<file path="src/rtl/axi_burst_initiator.sv">
// axi_burst_initiator
//   AXI4 master-side traffic initiator. Takes one command at a time (write or
//   read INCR burst, 1..16 beats). Write data is cmd_seed + beat index, and
//   read data is checked against the same pattern. Each command ends with one
//   completion on the rsp_* handshake.
//
// Ports
//   ACLK, ARESET          clock, asynchronous active-high reset
//   cmd_*                 command handshake and fields (write/addr/len/id/seed)
//   rsp_*                 completion handshake, worst response, read-data
//                         error count, protocol-error flag
//   M_AW*, M_W*, M_B*     AXI write address / data / response channels
//   M_AR*, M_R*           AXI read address / data channels
//   M_Ax{LOCK,CACHE,PROT,QOS,REGION,USER}   tied to zero
//
// state  | meaning
// IDLE   | waiting for a command (cmd_ready high)
// WR     | AW and W bursts in flight, independent handshakes
// WRESP  | waiting for the B response
// RADDR  | AR held until accepted
// RDATA  | accepting and checking R beats until RLAST
// RESP   | completion presented until rsp_ready
module axi_burst_initiator #(
    parameter int ID_WIDTH   = 4,
    parameter int ADDR_WIDTH = 32,
    parameter int DATA_WIDTH = 32,
    parameter int LEN_WIDTH  = 4
) (
    input  logic                    ACLK,
    input  logic                    ARESET,

    input  logic                    cmd_valid,
    output logic                    cmd_ready,
    input  logic                    cmd_write,
    input  logic [ADDR_WIDTH-1:0]   cmd_addr,
    input  logic [LEN_WIDTH-1:0]    cmd_len,
    input  logic [ID_WIDTH-1:0]     cmd_id,
    input  logic [DATA_WIDTH-1:0]   cmd_seed,

    output logic                    rsp_valid,
    input  logic                    rsp_ready,
    output logic [1:0]              rsp_resp,
    output logic [4:0]              rsp_errs,
    output logic                    rsp_proto_err,

    output logic [ID_WIDTH-1:0]     M_AWID,
    output logic [ADDR_WIDTH-1:0]   M_AWADDR,
    output logic [7:0]              M_AWLEN,
    output logic [2:0]              M_AWSIZE,
    output logic [1:0]              M_AWBURST,
    output logic                    M_AWLOCK,
    output logic [3:0]              M_AWCACHE,
    output logic [2:0]              M_AWPROT,
    output logic [3:0]              M_AWQOS,
    output logic [3:0]              M_AWREGION,
    output logic                    M_AWUSER,
    output logic                    M_AWVALID,
    input  logic                    M_AWREADY,

    output logic [DATA_WIDTH-1:0]   M_WDATA,
    output logic [DATA_WIDTH/8-1:0] M_WSTRB,
    output logic                    M_WLAST,
    output logic                    M_WVALID,
    input  logic                    M_WREADY,

    input  logic [ID_WIDTH-1:0]     M_BID,
    input  logic [1:0]              M_BRESP,
    input  logic                    M_BVALID,
    output logic                    M_BREADY,

    output logic [ID_WIDTH-1:0]     M_ARID,
    output logic [ADDR_WIDTH-1:0]   M_ARADDR,
    output logic [7:0]              M_ARLEN,
    output logic [2:0]              M_ARSIZE,
    output logic [1:0]              M_ARBURST,
    output logic                    M_ARLOCK,
    output logic [3:0]              M_ARCACHE,
    output logic [2:0]              M_ARPROT,
    output logic [3:0]              M_ARQOS,
    output logic [3:0]              M_ARREGION,
    output logic                    M_ARUSER,
    output logic                    M_ARVALID,
    input  logic                    M_ARREADY,

    input  logic [ID_WIDTH-1:0]     M_RID,
    input  logic [DATA_WIDTH-1:0]   M_RDATA,
    input  logic [1:0]              M_RRESP,
    input  logic                    M_RLAST,
    input  logic                    M_RVALID,
    output logic                    M_RREADY
);

    localparam int BYTES = DATA_WIDTH / 8;
    localparam int SIZE  = $clog2(BYTES);

    typedef enum logic [2:0] {
        S_IDLE, S_WR, S_WRESP, S_RADDR, S_RDATA, S_RESP
    } state_t;

    state_t                 state;
    logic [ID_WIDTH-1:0]    cmd_id_q;
    logic [LEN_WIDTH-1:0]   cmd_len_q;
    logic [DATA_WIDTH-1:0]  cmd_seed_q;
    logic [7:0]             beat;
    logic                   aw_done;
    logic                   w_done;

    logic [ADDR_WIDTH-1:0]  addr_al;
    logic [31:0]            end_off;
    logic                   crosses_4k;
    logic                   aw_hs, w_hs, b_hs, ar_hs, r_hs;
    logic [DATA_WIDTH-1:0]  r_expect;

    assign M_AWSIZE   = 3'(SIZE);
    assign M_AWBURST  = 2'b01;
    assign M_AWLOCK   = 1'b0;
    assign M_AWCACHE  = 4'd0;
    assign M_AWPROT   = 3'd0;
    assign M_AWQOS    = 4'd0;
    assign M_AWREGION = 4'd0;
    assign M_AWUSER   = 1'b0;
    assign M_ARSIZE   = 3'(SIZE);
    assign M_ARBURST  = 2'b01;
    assign M_ARLOCK   = 1'b0;
    assign M_ARCACHE  = 4'd0;
    assign M_ARPROT   = 3'd0;
    assign M_ARQOS    = 4'd0;
    assign M_ARREGION = 4'd0;
    assign M_ARUSER   = 1'b0;

    assign cmd_ready = (state == S_IDLE) && !ARESET;

    // Start address is forced onto a beat boundary; the burst must end
    // at or before the next 4 KB page boundary.
    assign addr_al    = cmd_addr & ~ADDR_WIDTH'(BYTES - 1);
    assign end_off    = 32'(addr_al[11:0]) + ((32'(cmd_len) + 32'd1) << SIZE);
    assign crosses_4k = end_off > 32'd4096;

    assign aw_hs    = M_AWVALID && M_AWREADY;
    assign w_hs     = M_WVALID && M_WREADY;
    assign b_hs     = M_BVALID && M_BREADY;
    assign ar_hs    = M_ARVALID && M_ARREADY;
    assign r_hs     = M_RVALID && M_RREADY;
    assign r_expect = cmd_seed_q + DATA_WIDTH'(beat);

    always_ff @(posedge ACLK or posedge ARESET) begin
        if (ARESET) begin
            state         <= S_IDLE;
            cmd_id_q      <= '0;
            cmd_len_q     <= '0;
            cmd_seed_q    <= '0;
            beat          <= '0;
            aw_done       <= 1'b0;
            w_done        <= 1'b0;
            rsp_valid     <= 1'b0;
            rsp_resp      <= 2'b00;
            rsp_errs      <= 5'd0;
            rsp_proto_err <= 1'b0;
            M_AWID        <= '0;
            M_AWADDR      <= '0;
            M_AWLEN       <= 8'd0;
            M_AWVALID     <= 1'b0;
            M_WDATA       <= '0;
            M_WSTRB       <= '0;
            M_WLAST       <= 1'b0;
            M_WVALID      <= 1'b0;
            M_BREADY      <= 1'b0;
            M_ARID        <= '0;
            M_ARADDR      <= '0;
            M_ARLEN       <= 8'd0;
            M_ARVALID     <= 1'b0;
            M_RREADY      <= 1'b0;
        end else begin
            case (state)
                S_IDLE: begin
                    if (cmd_valid && cmd_ready) begin
                        cmd_id_q      <= cmd_id;
                        cmd_len_q     <= cmd_len;
                        cmd_seed_q    <= cmd_seed;
                        beat          <= 8'd0;
                        aw_done       <= 1'b0;
                        w_done        <= 1'b0;
                        rsp_errs      <= 5'd0;
                        if (crosses_4k) begin
                            rsp_resp      <= 2'b10;
                            rsp_proto_err <= 1'b1;
                            rsp_valid     <= 1'b1;
                            state         <= S_RESP;
                        end else begin
                            rsp_resp      <= 2'b00;
                            rsp_proto_err <= 1'b0;
                            if (cmd_write) begin
                                M_AWID    <= cmd_id;
                                M_AWADDR  <= addr_al;
                                M_AWLEN   <= 8'(cmd_len);
                                M_AWVALID <= 1'b1;
                                M_WDATA   <= cmd_seed;
                                M_WSTRB   <= '1;
                                M_WLAST   <= (cmd_len == '0);
                                M_WVALID  <= 1'b1;
                                state     <= S_WR;
                            end else begin
                                M_ARID    <= cmd_id;
                                M_ARADDR  <= addr_al;
                                M_ARLEN   <= 8'(cmd_len);
                                M_ARVALID <= 1'b1;
                                state     <= S_RADDR;
                            end
                        end
                    end
                end

                S_WR: begin
                    if (aw_hs) begin
                        M_AWVALID <= 1'b0;
                        aw_done   <= 1'b1;
                    end
                    if (w_hs) begin
                        if (M_WLAST) begin
                            M_WVALID <= 1'b0;
                            w_done   <= 1'b1;
                        end else begin
                            M_WDATA <= M_WDATA + 1'b1;
                            beat    <= beat + 8'd1;
                            M_WLAST <= ((beat + 8'd1) == 8'(cmd_len_q));
                        end
                    end
                    // Either handshake may be the later one, or both may land together.
                    if ((aw_done || aw_hs) && (w_done || (w_hs && M_WLAST))) begin
                        M_BREADY <= 1'b1;
                        state    <= S_WRESP;
                    end
                end

                S_WRESP: begin
                    if (b_hs) begin
                        M_BREADY  <= 1'b0;
                        rsp_resp  <= M_BRESP;
                        if (M_BID != cmd_id_q)
                            rsp_proto_err <= 1'b1;
                        rsp_valid <= 1'b1;
                        state     <= S_RESP;
                    end
                end

                S_RADDR: begin
                    if (ar_hs) begin
                        M_ARVALID <= 1'b0;
                        M_RREADY  <= 1'b1;
                        state     <= S_RDATA;
                    end
                end

                S_RDATA: begin
                    if (r_hs) begin
                        beat <= beat + 8'd1;
                        if ((M_RDATA != r_expect) && (rsp_errs != 5'd31))
                            rsp_errs <= rsp_errs + 5'd1;
                        if (M_RID != cmd_id_q)
                            rsp_proto_err <= 1'b1;
                        if (M_RRESP > rsp_resp)
                            rsp_resp <= M_RRESP;
                        if (M_RLAST) begin
                            if (beat != 8'(cmd_len_q))
                                rsp_proto_err <= 1'b1;
                            M_RREADY  <= 1'b0;
                            rsp_valid <= 1'b1;
                            state     <= S_RESP;
                        end
                    end
                end

                S_RESP: begin
                    if (rsp_ready) begin
                        rsp_valid <= 1'b0;
                        state     <= S_IDLE;
                    end
                end

                default: state <= S_IDLE;
            endcase
        end
    end

endmodule

</file>
<file path="config.mk">
export PLATFORM = sky130hd
export DESIGN_NAME = axi_burst_initiator
export DESIGN_NICKNAME = d
export VERILOG_FILES = /design/src/rtl/axi_burst_initiator.sv
export SDC_FILE = /design/constraint.sdc
export NUM_CORES = 1
export LEC_CHECK = 0
export ABC_AREA = 0
export CAP_MARGIN = 10
export CORE_MARGIN = 1.5
export CORE_UTILIZATION = 30
export CTS_CLUSTER_SIZE = 10
export DETAILED_ROUTE_END_ITERATION = 6
export GPL_TIMING_DRIVEN = 1
export PLACE_DENSITY = 0.57
export REMOVE_ABC_BUFFERS = 1
export SYNTH_ARGS = -nofsm -noshare
export SYNTH_HDL_FRONTEND = slang
export SYNTH_SLANG_ARGS = --single-unit
export TNS_END_PERCENT = 10
</file>
<file path="constraint.sdc">
create_clock -name ACLK -period 11.05 [get_ports ACLK]
set_input_delay 2.21 -clock ACLK [delete_from_list [all_inputs] [get_ports ACLK]]
set_output_delay 2.21 -clock ACLK [all_outputs]
set_load 0.01 [all_outputs]
</file>
==> flow_summary_export.csv, run 1 <==
group,metric,value,unit
finish,post-route-util,0.403,
power_and_ir_drop,p_clk_frac,0.183,
timing,period_share,0.538,
yosys,synth_flop_cell,"dfrtp_1",
outcome,status,"complete, no violations",
clock_tree,post-cts-setup-buffers,0,
floorplan,die_h,187,um
power_and_ir_drop,combPwrFrac,0.450,
global_route,grt_max_degree,77,
place,routabilityCongestion,0.836,
yosys,async_flop_share,1.00,
yosys,syn_avg_cell_area,9.33,sq um
drt,antenna_left,0,
timing,layout_min_cycle_time,5.95,ns
drt,wl_per_cell,16.7,um
power_and_ir_drop,switching_power,1310,uW
worst_setup_path,start_kind,"input pin",
floorplan,die_x,187,um
yosys,synth_cells,1086,
global_route,grt_overflow,0,
place,dp_slack,4.71,ns
worst_setup_path,cp_max_fo,3,
global_route,grt_use_met3,0.0549,
power_and_ir_drop,intPower,2050,uW
timing,fin_setup_tns,0,ns
finish,fin_nets,1465,
timing,fin_ws,5.10,ns
yosys,yosysWarnings,0,
clock_tree,root_buffer,"clkbuf_16",
clock_tree,cts_tree,"yes",
min_path,min_path_type,"reg -> reg",
power_and_ir_drop,powerDensity,249,nW/um^2
clock_tree,clock_latency,0.46,ns
timing,relSlewSlack,0.318,
clock_tree,cts_buffer_depth,2,
drt,drtIter0Drc,547,
timing,rsz0062_at_grt,"no",
drt,viasPerCell,4.87,
floorplan,fp.dieArea,34900,sq um
floorplan,core_area,33400,sq um
timing,drv_slew,0,
drt,firstDrtPassIters,5,
power_and_ir_drop,peakVddDrop,0.141,mV
global_route,busiest_layer,"met2",
yosys,yosysSeqAreaShare,0.437,
global_route,gr-usage-all-layers,0.172,
timing,fmax,168,MHz
timing,setup_viol,0,
worst_setup_path,endpoint_kind,"output port",
worst_setup_path,crit_arrival,3.74,ns
global_route,grt_pass1_vias,8499,
worst_setup_path,reg2reg_slack,7.15,ns
floorplan,ios,311,
clock_tree,cts.clk_slew.worst_paths,0.08,ns
finish,area_growth,32.8,%
floorplan,num_rows,67,
global_route,use_met2,0.278,
yosys,synth-edff-count,0,
clock_tree,cts.sinks,177,
global_route,met1_usage,0.223,
place,dp_hpwl,21700,um
finish,drive_above_1_share,0.103,
yosys,synth-seq-cells,177,
clock_tree,h-tree-depth,4,
drt,remaining_drc_errors,0,
power_and_ir_drop,p_seq_frac,0.367,
power_and_ir_drop,p_leak,0.00565,uW
timing,fin_skew,0.0166,ns
clock_tree,post_cts_resized,0,
global_route,grt_pass1_wl,47500,um
drt,vias,8646,
global_route,antenna_found_initial,2,
timing,hold_ws,0.500,ns
yosys,ys_types,67,
worst_setup_path,crit_required,8.84,ns
timing,tightest_slew,1.01,ns
worst_setup_path,critPathKind,"in -> out",
clock_tree,cts_hold_buf,0,
power_and_ir_drop,switching_share,0.390,
place,place.port_buffers,252,
yosys,synthesis.area,10100,sq um
floorplan,start_util,0.304,
timing,finalHoldViolCount,0,
power_and_ir_drop,finalPower,3350,uW
clock_tree,cts_inserted_buffers,17,
run,maxCapViolations,0,
drt,wl,29700,um
## Yosys cell counts, types with 7 or more instances
master	instances	share of area
nor3_1	21	0.010
a21oi_1	72	0.036
xnor2_1	36	0.031
nand2b_1	7	0.0043
mux2_2	78	0.087
buf_4	62	0.046
o21ai_0	63	0.031
o22ai_1	13	0.0080
o31ai_1	7	0.0052
nand2_1	189	0.070
a2bb2oi_1	9	0.0078
clkbuf_1	37	0.014
nand4_1	20	0.012
xor2_1	25	0.022
nor2_1	49	0.018
inv_1	18	0.0067
ha_1	22	0.027
dfrtp_1	177	0.44
nand3_1	43	0.021
a31oi_1	8	0.0049
and3_1	16	0.0099
## per-layer routing
layer  up-vias  wire length [um]
li1       4188                 -
met2       285             13900
met4         2               301
met1      4151             13500
met5         -                13
met3        20              2060
## kinds of logic (layout without fill, tap and decap cells)
family,Yosys count,count (layout),share of synthesized area
xor gates and xnor gates,61,61,0.0527
AOI/OAI and AO/OA,222,222,0.133
muxes,84,84,0.0926
and+or+nand+nor,391,391,0.183
adders and majority gates,24,24,0.0311
DFF,177,177,0.437
other,2,57,0.000741
buffers and inverters,125,312,0.0699
## power by group through the flow
| stage | logic, uW | registers [uW] | clock network (uW) |
|---|---|---|---|
| floorplan | 723 | 1280 | 0 |
| global placement | 1500 | 1230 | 0 |
| detailed placement | 1520 | 1240 | 0 |
| CTS | 1530 | 1230 | 637 |
| global route | 1650 | 1280 | 660 |
| finish | 1510 | 1230 | 614 |
## cell type report
cell class	instances	area, sq um
Sequential cell	177	4430
Timing Repair Buffer	261	2590
Clock inverter	14	141
Tap cell	448	561
Multi-Input combinational cell	838	5220
Inverter	19	76.3
Antenna cell	1	2.50
Clock buffer	18	439
Fill cell	3355	19900
## critical path, cell delays in order
cell and delay, ns:
clkdlybuf4s50_1 0.49, nor4_1 0.40, clkdlybuf4s50_1 0.63
## layout by cell type (no fill, tap or decap), types with 7 or more instances in the layout
master and count:
clkdlybuf4s50_1 252, nand2_1 189, dfrtp_1 177, mux2_2 78
a21oi_1 72, o21ai_0 63, conb_1 56, nor2_1 48
nand3_1 43, xnor2_1 36, xor2_1 25, ha_1 22
nand4_1 20, nor3_1 19, inv_1 17, clkbuf_16 17
and3_1 16, o22ai_1 13, a2bb2oi_1 9, buf_4 9
a31oi_1 8, o31ai_1 7, nand2b_1 7
## registers in the layout, indices dropped and copies added (netlist names), 5 cells and up
name	count
M_AWADDR	30
beat	8
M_WDATA	32
rsp_errs	5
cmd_seed_q	32
M_ARADDR	30
## metrics by stage
step                      instance area [sq um]  std cells
after floorplan                            9700       1034
after global placement                    12900       1743
after detailed placement                  12900       1743
after CTS                                 13500       1775
after global routing                      13500       1775
final                                     13500       1776
## path summary, 6_finish.rpt
kind / from / endpoint / cells after the start
worst max-delay path: ARESET / cmd_ready / 3
worst min-delay path: cmd_seed_q[0] / cmd_seed_q[0] / 2
worst max register to register: state[0] / M_WDATA[27] / 9
worst min register to register: cmd_seed_q[0] / cmd_seed_q[0] / 2
max in group asynchronous: ARESET / M_ARID[3] / 4
min in group asynchronous: ARESET / rsp_errs[4] / 2
Note: power is estimated with default switching activity, not from simulation.
==> run 2: changes to the inputs <==
--- a/config.mk
+++ b/config.mk
@@ -12,7 +12,7 @@
 export CTS_CLUSTER_SIZE = 10
 export DETAILED_ROUTE_END_ITERATION = 6
 export GPL_TIMING_DRIVEN = 1
-export PLACE_DENSITY = 0.57
+export PLACE_DENSITY = 0.59
 export REMOVE_ABC_BUFFERS = 1
 export SYNTH_ARGS = -nofsm -noshare
 export SYNTH_HDL_FRONTEND = slang
==> constraint.sdc (replaced) <==
create_clock -name ACLK -period 5.2 [get_ports ACLK]
set_input_delay 1.04 -clock ACLK [delete_from_list [all_inputs] [get_ports ACLK]]
set_output_delay 1.04 -clock ACLK [all_outputs]
set_load 0.01 [all_outputs]
==> run 2 against run 1 <==
- global-route usage is 0.32 points lower
- power up 120%
- hold slack hardly changed
- clock skew decreased by 0.0093 ns
- die area unchanged
- via count is 0.17% lower
- sequential power grew 110%
==> flow_summary_export.csv, run 2 (synthesis results as in run 1) <==
group,metric,value,unit
drt,remaining_drc_errors,0,
place,dp_cells,1745,
timing,relSlewSlack,0.339,
floorplan,core_area,33400,sq um
global_route,grt_pass1_vias,8336,
worst_setup_path,ff2ff_path_depth,11,
worst_setup_path,endpoint_kind,"flop",
clock_tree,post_cts_resized,0,
clock_tree,cts_hold_buf,0,
place,dp_hpwl,21600,um
finish,instances_no_fill,1781,
worst_setup_path,cp_num_buf_inv,3,
finish,area_growth,33.9,%
timing,setup_viol,0,
place,dp_slack,0.695,ns
worst_setup_path,worst-path-stages,12,
global_route,grt_max_degree,100,
worst_setup_path,reg2reg_slack,1.59,ns
worst_setup_path,r2r-start,"beat[0]",
clock_tree,cts_tree,"yes",
drt,vias,8631,
floorplan,start_util,0.304,
power_and_ir_drop,peakVddDrop,0.293,mV
timing,fin_ws,1.15,ns
drt,drtIter0Drc,536,
worst_setup_path,worstSetupStartpoint,"cmd_len[0]",
drt,wl_per_cell,16.6,um
floorplan,fp.dieArea,34900,sq um
clock_tree,cts.clk_slew.worst_paths,0.07,ns
timing,period_share,0.779,
floorplan,die_h,187,um
timing,fmax,247,MHz
worst_setup_path,endpoint,"M_ARADDR[23]",
finish,largestRegisters,"M_WDATA x32, cmd_seed_q x32",
worst_setup_path,crit_arrival,4.38,ns
worst_setup_path,cpLargestDelayFamily,"buffers and inverters",
floorplan,num_rows,67,
worst_setup_path,crit_slowest_cell,"clkdlybuf4s50_1",
power_and_ir_drop,finalPower,7230,uW
finish,drive_above_1_share,0.104,
outcome,status,"complete, no violations",
drt,antenna_left,0,
worst_setup_path,start_kind,"input pin",
clock_tree,h-tree-depth,4,
worst_setup_path,crit_required,5.53,ns
floorplan,die_x,187,um
run,maxCapViolations,0,
timing,fin_skew,0.00735,ns
power_and_ir_drop,powerDensity,533,nW/um^2
clock_tree,cts_inserted_buffers,17,
timing,layout_min_cycle_time,4.05,ns
worst_setup_path,critPathKind,"in -> reg",
finish,mostFrequentLayoutCell,"clkdlybuf4s50_1",
worst_setup_path,reg2reg_to,"rsp_errs[0]",
finish,layout_common_cells,"clkdlybuf4s50_1 (252), nand2_1 (189), dfrtp_1 (177), mux2_2 (78), a21oi_1 (72)",
drt,firstDrtPassIters,5,
min_path,min_path_type,"reg -> reg",
drt,viasPerCell,4.85,
finish,fill_cells,3358,
timing,finalHoldViolCount,0,
power_and_ir_drop,p_leak,0.00569,uW
timing,tightest_slew,0.984,ns
place,place.port_buffers,252,
global_route,gr-usage-all-layers,0.169,
floorplan,ios,311,
drt,wl,29600,um
timing,rsz0062_at_grt,"no",
clock_tree,post-cts-setup-buffers,0,
finish,fin_nets,1467,
global_route,antenna_found_initial,4,
worst_setup_path,crit_path_frequent_cell,"ha_1",
timing,drv_slew,0,
clock_tree,root_buffer,"clkbuf_16",
global_route,grt_pass1_wl,46800,um
worst_setup_path,cp_max_fo,38,
place,routabilityCongestion,0.805,
clock_tree,clock_latency,0.44,ns
clock_tree,cts.sinks,177,
worst_setup_path,max_stage_delay,0.56,ns
global_route,grt_overflow,0,
clock_tree,cts_buffer_depth,2,
worst_setup_path,crit_chain,"clkdlybuf4s50_1, inv_1, ha_1, ha_1, a21o_1, a21oi_1, mux2i_1, nand4_1, o2111a_1, nor3_2, buf_12, mux2_2",
run 2: final cells by class:
cell class | count | area (sq um) | share of cell area
Antenna cell | 4 | 10.0 | 0.000738
Timing Repair Buffer | 263 | 2640 | 0.195
Inverter | 19 | 76.3 | 0.00563
Tap cell | 448 | 561 | 0.0413
Sequential cell | 177 | 4430 | 0.327
Clock inverter | 14 | 195 | 0.0144
Clock buffer | 18 | 429 | 0.0316
Multi-Input combinational cell | 838 | 5220 | 0.385
run 2: layer usage:
metal  global-route usage  part of all wire
met4               0.0518             0.017
met2                0.274              0.47
met1                0.221              0.46
met5                    0                 0
met3               0.0434             0.057
run 2: through the flow:
| stage | hold WS (ns) | TNS, ns | util | cell area, sq um |
|---|---|---|---|---|
| after detailed placement | 0.490 | 0 | 0.387 | 12900 |
| after floorplan | 0.452 | -154.37 | - | 9700 |
| after global routing | 0.519 | 0 | 0.406 | 13600 |
| after global placement | 0.477 | 0 | 0.387 | 12900 |
| final | 0.500 | 0 | 0.406 | 13600 |
| after CTS | 0.512 | 0 | 0.406 | 13600 |
run 2: how the worst min path moves through the flow:
| stage | startpoint | endpoint | slack (ns) | cells past startpoint |
|---|---|---|---|---|
| 3_3_place_gp | aw_done | aw_done | 0.48 | 2 |
| 3_5_place_dp | aw_done | aw_done | 0.49 | 2 |
| 2_1_floorplan | cmd_seed_q[0] | cmd_seed_q[0] | 0.45 | 2 |
| 5_1_grt | M_ARLEN[1] | M_ARLEN[1] | 0.52 | 1 |
| 6_report | cmd_seed_q[0] | cmd_seed_q[0] | 0.50 | 2 |
| 4_1_cts | M_ARLEN[1] | M_ARLEN[1] | 0.51 | 1 |
run 2: where the power goes:
group / switching, uW / total (uW) / internal, uW / leakage [uW]
clock network: 621 / 1400 / 776 / 0.000300
logic: 1510 / 3220 / 1710 / 0.00321
registers: 619 / 2620 / 2000 / 0.00217
run 2: worst reg2reg max path: stages (launching register included):
cell and delay, ns:
dfrtp_1 0.47, ha_1 0.25, fa_1 0.25, nand3_1 0.12
a21oi_1 0.43, o211ai_1 0.25, or4b_1 0.51, o211a_1 0.12
o21ai_0 0.39, nand3_2 0.22, o21ai_2 0.33, mux2i_1 0.22
